<file path="config.mk">
export PLATFORM = sky130hd
export DESIGN_NAME = pc_fetch
export DESIGN_NICKNAME = d
export VERILOG_FILES = /design/src/rtl/pc_fetch_pkg.sv /design/src/rtl/pc_fetch_pc_reg.sv /design/src/rtl/pc_fetch.sv
export SDC_FILE = /design/constraint.sdc
export NUM_CORES = 1
export LEC_CHECK = 0
export ABC_AREA = 0
export CAP_MARGIN = 20
export CORE_ASPECT_RATIO = 1.5
export CORE_MARGIN = 4
export CORE_UTILIZATION = 43
export DETAILED_ROUTE_END_ITERATION = 10
export MAX_ROUTING_LAYER = met4
export PLACE_DENSITY = 0.81
export SKIP_LAST_GASP = 1
export SYNTH_ARGS = -nofsm -noshare
export SYNTH_HDL_FRONTEND = slang
export SYNTH_HIERARCHICAL = 1
export SYNTH_SLANG_ARGS = --single-unit
</file>
<file path="constraint.sdc">
create_clock -name clk -period 3.2 [get_ports clk]
set_clock_uncertainty 0.05 [all_clocks]
set_input_delay 0.64 -clock clk [delete_from_list [all_inputs] [get_ports clk]]
set_output_delay 0.64 -clock clk [all_outputs]
set_load 0.01 [all_outputs]
</file>
<file path="src/rtl/pc_fetch_pkg.sv">
// Shared types and defaults for the fetch stage: FSM state encoding,
// datapath width, and the reset/increment values used for the program counter.
package pc_fetch_pkg;

  localparam int WORD_W = 32;

  localparam logic [WORD_W-1:0] RESET_PC_DEF = 32'h0000_0000;
  localparam logic [WORD_W-1:0] PC_INC_DEF   = 32'd1;

  typedef enum logic [1:0] {
    ST_IDLE = 2'd0,
    ST_REQ  = 2'd1,
    ST_HOLD = 2'd2
  } fetch_state_e;

endpackage

</file>
<file path="src/rtl/pc_fetch_pc_reg.sv">
// Program counter register: async reset to RESET_PC, load of a redirect
// target (priority) or a word-addressed increment that wraps modulo 2^32.
module pc_reg
  import pc_fetch_pkg::*;
#(
  parameter logic [WORD_W-1:0] RESET_PC = RESET_PC_DEF,
  parameter logic [WORD_W-1:0] PC_INC   = PC_INC_DEF
) (
  input  logic              clk,
  input  logic              rst,
  input  logic              load_i,
  input  logic              inc_i,
  input  logic [WORD_W-1:0] target_i,
  output logic [WORD_W-1:0] pc_o
);

  logic [WORD_W-1:0] pc_q;
  logic [WORD_W-1:0] pc_d;

  always_comb begin
    pc_d = pc_q;
    if (load_i) begin
      pc_d = target_i;
    end else if (inc_i) begin
      pc_d = pc_q + PC_INC;
    end
  end

  always_ff @(posedge clk or posedge rst) begin
    if (rst) begin
      pc_q <= RESET_PC;
    end else begin
      pc_q <= pc_d;
    end
  end

  assign pc_o = pc_q;

endmodule

</file>
<file path="src/rtl/pc_fetch.sv">
// Fetch stage: issues instruction-memory reads at the PC and hands words to
// decode over valid/ready. Optional feature macro: FETCH_BYPASS_EN (refetch from HOLD).
module pc_fetch
  import pc_fetch_pkg::*;
#(
  parameter logic [WORD_W-1:0] RESET_PC = RESET_PC_DEF,
  parameter logic [WORD_W-1:0] PC_INC   = PC_INC_DEF
) (
  input  logic              clk,
  input  logic              rst,
  input  logic [WORD_W-1:0] in_MXPC,
  input  logic              W_PC,
  output logic              imem_req,
  output logic [WORD_W-1:0] imem_addr,
  input  logic              imem_ready,
  input  logic [WORD_W-1:0] imem_data,
  output logic [WORD_W-1:0] ir_out,
  output logic [WORD_W-1:0] ir_pc,
  output logic              ir_valid,
  input  logic              ir_ready,
  output logic [WORD_W-1:0] out_ADD
);

  fetch_state_e      state_q, state_d;
  logic [WORD_W-1:0] ir_out_q, ir_out_d;
  logic [WORD_W-1:0] ir_pc_q, ir_pc_d;
  logic              ir_valid_q, ir_valid_d;
  logic              redir_pend_q, redir_pend_d;
  logic [WORD_W-1:0] redir_tgt_q, redir_tgt_d;
  logic              drop_q, drop_d;

  logic              pc_load;
  logic              pc_inc;
  logic [WORD_W-1:0] pc_tgt;
  logic [WORD_W-1:0] pc;
  logic              req;
  logic              transfer;

  pc_reg #(
    .RESET_PC (RESET_PC),
    .PC_INC   (PC_INC)
  ) u_pc_reg (
    .clk      (clk),
    .rst      (rst),
    .load_i   (pc_load),
    .inc_i    (pc_inc),
    .target_i (pc_tgt),
    .pc_o     (pc)
  );

  assign transfer = ir_valid_q && ir_ready;

  always_comb begin
    state_d      = state_q;
    ir_out_d     = ir_out_q;
    ir_pc_d      = ir_pc_q;
    ir_valid_d   = ir_valid_q;
    redir_pend_d = redir_pend_q;
    redir_tgt_d  = redir_tgt_q;
    drop_d       = 1'b0;
    pc_load      = 1'b0;
    pc_inc       = 1'b0;
    pc_tgt       = in_MXPC;
    req          = 1'b0;

    unique case (state_q)
      ST_IDLE: begin
        state_d = ST_REQ;
        pc_load = W_PC;
      end

      ST_REQ: begin
        if (drop_q) begin
          // One idle cycle after a discarded response; the new address goes out next.
          pc_load = W_PC;
        end else begin
          req = 1'b1;
          if (imem_ready) begin
            if (redir_pend_q || W_PC) begin
              pc_load      = 1'b1;
              pc_tgt       = W_PC ? in_MXPC : redir_tgt_q;
              redir_pend_d = 1'b0;
              drop_d       = 1'b1;
            end else begin
              ir_out_d   = imem_data;
              ir_pc_d    = pc;
              ir_valid_d = 1'b1;
              pc_inc     = 1'b1;
              state_d    = ST_HOLD;
            end
          end else if (W_PC) begin
            // The access in flight cannot be cancelled; remember where to go instead.
            redir_pend_d = 1'b1;
            redir_tgt_d  = in_MXPC;
          end
        end
      end

      ST_HOLD: begin
`ifdef FETCH_BYPASS_EN
        req = ir_ready && !W_PC;
        if (W_PC) begin
          pc_load    = 1'b1;
          ir_valid_d = 1'b0;
          state_d    = ST_REQ;
        end else if (transfer) begin
          if (imem_ready) begin
            ir_out_d   = imem_data;
            ir_pc_d    = pc;
            ir_valid_d = 1'b1;
            pc_inc     = 1'b1;
          end else begin
            ir_valid_d = 1'b0;
            state_d    = ST_REQ;
          end
        end
`else
        if (W_PC) begin
          pc_load    = 1'b1;
          ir_valid_d = 1'b0;
          state_d    = ST_REQ;
        end else if (transfer) begin
          ir_valid_d = 1'b0;
          state_d    = ST_REQ;
        end
`endif
      end

      default: begin
        state_d = ST_IDLE;
      end
    endcase
  end

  always_ff @(posedge clk or posedge rst) begin
    if (rst) begin
      state_q      <= ST_IDLE;
      ir_out_q     <= '0;
      ir_pc_q      <= '0;
      ir_valid_q   <= 1'b0;
      redir_pend_q <= 1'b0;
      redir_tgt_q  <= '0;
      drop_q       <= 1'b0;
    end else begin
      state_q      <= state_d;
      ir_out_q     <= ir_out_d;
      ir_pc_q      <= ir_pc_d;
      ir_valid_q   <= ir_valid_d;
      redir_pend_q <= redir_pend_d;
      redir_tgt_q  <= redir_tgt_d;
      drop_q       <= drop_d;
    end
  end

  assign imem_req  = req;
  assign imem_addr = pc;
  assign ir_out    = ir_out_q;
  assign ir_pc     = ir_pc_q;
  assign ir_valid  = ir_valid_q;
  assign out_ADD   = ir_pc_q + PC_INC;

endmodule

</file>
==> impl_metrics.ini <==
[synth]
ys_seq_elements = 133
avgSynthCellArea_um2 = 11.97
synth_area_leaders = dfrtp_1 50%, mux2_2 17%, mux2_1 4.7%
yosysTopAreaCell = dfrtp_1
synthCells = 558
ys_async_sr_fraction = 1.000
seq_area_frac_synth = 0.4983
yosysWarnings = 6
synth_nets = 629
synthTopCellsByCount = 133 x dfrtp_1, 100 x mux2_2, 40 x nand2_1, 35 x nand3_1, 28 x mux2_1
synth-edff-count = 0
synth_top_area_frac = 0.4983
synth_most_common_cell = dfrtp_1
syn_area_mm2 = 0.006679
ys.flop_type = dfrtp_1
yosys.cell_types.count = 40

[min_path]
min_path_cells = 1
hold_path_class = reg -> reg

[finish]
drive_gt1_frac = 0.2301
area_growth_pct = 42.26
fillers = 1194
nets = 837
final_cells = 978
final_area_mm2 = 0.009502
final_core_util = 0.6276

[route]
drtAntennaViolNets = 0
drc = 0
drt_iter0_drc = 273
wire_per_inst_um = 18.39
drt_pass1_iterations = 4
wl_um = 17980
num_vias = 5362
routed_via_density = 5.483

[placement]
post-dp-hpwl_um = 13600
gp_routability_congestion = 0.8812
placed_cell_area_mm2 = 0.008877
place_ws_ns = 0.1098
port_buffers = 198
dp.cells = 942

[flow_run]
cap_violations = 0

[clock_tree]
cts_hold_buffers = 0
cts_buffers = 17
htree_levels = 4
clock-sinks = 133
cts_tree = yes
clockBufferDepth = 2
cts-root-buf = clkbuf_16
path_clk_slew_ns = 0.06
insertion_delay_ns = 0.41

[grt]
grt_pass1_wl_um = 28460
antenna_found_initial = 1
overflow = 0
grt_use_total = 0.2122
grt_start_max_net_pins = 70
grt_pass1_vias = 5529

[timing]
finalCritPeriodShare = 0.9735
setup-tns-final_ns = 0
worst_pin_slew_ns = 0.7810
setup_viol = 0
rsz0062_at_grt = true
fin_ws_ns = 0.08464
finalMaxSlewViolations = 0
min_period_ns = 3.115
slew_headroom = 0.4794
finalHoldViolations = 0
whs_ns = 0.4381
max_freq_ghz = 0.3210

[critical_path]
cp_max_fo = 5
critical_path_class = reg -> out
start_kind = register
cp-end-kind = output port
reg2reg_depth = 7
crit_slowest_cell = clkdlybuf4s50_1
critPathRequiredTime_ns = 2.51
path_cells = nand4_4 > or3_4 > nor4_2 > xor2_1 > clkdlybuf4s50_1
cpPeakStageDelay_ns = 0.55
crit_arrival_ns = 2.43

[floorplan]
die-area_mm2 = 0.01763
start_util = 0.4412
core_mm2 = 0.01514
die_width_um = 109.8
num_io_pins = 199
core.rowCount = 55
die_h_um = 160.6

[pwr]
p_leak_nw = 3.779
irDropWorstVdd_uv = 500.1
p_per_area_mw_per_mm2 = 974.4
total_power_mw = 9.259

[outcome]
status = completed
-- cells by family after synthesis --
family,synth area share
flip-flops,0.4983
buffers and inverters,0.03129
AO/OA/AOI/OAI,0.05021
multiplexers,0.2173
AND/OR/NAND/NOR,0.1441
adder cells (fa/ha/maj),0.003746
XOR/XNOR,0.05508
-- cell usage in the layout (no fill, tap or decap), types with 3 or more instances in the layout --
master / n
clkdlybuf4s50_1: 196
dfrtp_1: 120
mux2_2: 100
nand2_1: 40
nand3_1: 32
mux2_1: 28
xnor2_1: 25
nor2_1: 19
xor2_1: 17
clkbuf_16: 17
or4_1: 17
o21ai_0: 16
buf_4: 16
nand4_1: 14
dfrtp_2: 13
a31oi_1: 12
o31ai_1: 10
and4_1: 9
inv_1: 8
and3_1: 8
o211ai_1: 7
clkinvlp_4: 6
nor3_1: 4
nand3_2: 3
clkinv_2: 3
-- layer usage --
metal | GRT usage | vias up | part of all wire
li1 | - | 2469 | -
met1 | 0.2345 | 2674 | 0.37
met2 | 0.3716 | 187 | 0.55
met3 | 0.03498 | 32 | 0.048
met4 | 0.08849 | 0 | 0.032
met5 | - | - | 0
-- path summary, 6_finish.rpt --
path                       slack, ns                end       start
setup / recovery                0.08        out_ADD[20]    ir_pc[9]
hold / removal                  0.44         ir_out[23]  ir_out[23]
setup reg to reg                0.52  u_pc_reg/pc_o[31]  state_q[1]
hold reg to reg                 0.44         ir_out[23]  ir_out[23]
max in group asynchronous       1.65           ir_pc[9]         rst
min in group asynchronous       0.71  u_pc_reg/pc_o[31]         rst
-- what timing repair did --
| item | 4_1_cts | 5_1_grt |
|---|---|---|
| pin swaps | 0 | 3 |
| buffers inserted | 1 | 3 |
| resized for setup | 4 | 17 |
| setup endpoints to repair | 3 | 17 |
-- sequential cells by signal, summed over array words and instances (netlist names) --
signal         count
ir_out            32
redir_tgt_q       32
state_q            2
ir_pc             32
redir_pend_q       1
drop_q             1
u_pc_reg/pc_o     32
ir_valid           1
-- critical path: cells and delay by family (launching register included) --
| family | cells | cell delay (ns) |
|---|---|---|
| buffers and inverters | 1 | 0.55 |
| AND/OR/NAND/NOR | 3 | 0.87 |
| XOR/XNOR | 1 | 0.18 |
| flip-flops | 1 | 0.43 |
-- report_power, final --
| part | switching [mW] | total, mW | leakage (nW) | internal [mW] |
|---|---|---|---|---|
| Clock | 0.703 | 1.73 | 0.251 | 1.03 |
| Combinational | 1.64 | 4.04 | 1.96 | 2.41 |
| Sequential | 0.956 | 3.49 | 1.57 | 2.53 |
-- final cells by class --
type                    count  area, um^2  share of cell area
repair buffers            216        2147              0.2260
inverters                   9       37.54            0.003950
diodes                      1       2.502           0.0002634
clock inverters            11       78.83            0.008296
multi-input cells         389        3186              0.3353
well taps                 199       249.0             0.02620
clock buffers              20       456.7             0.04806
flip-flops and latches    133        3344              0.3520
(Power assumes the default switching activity.)
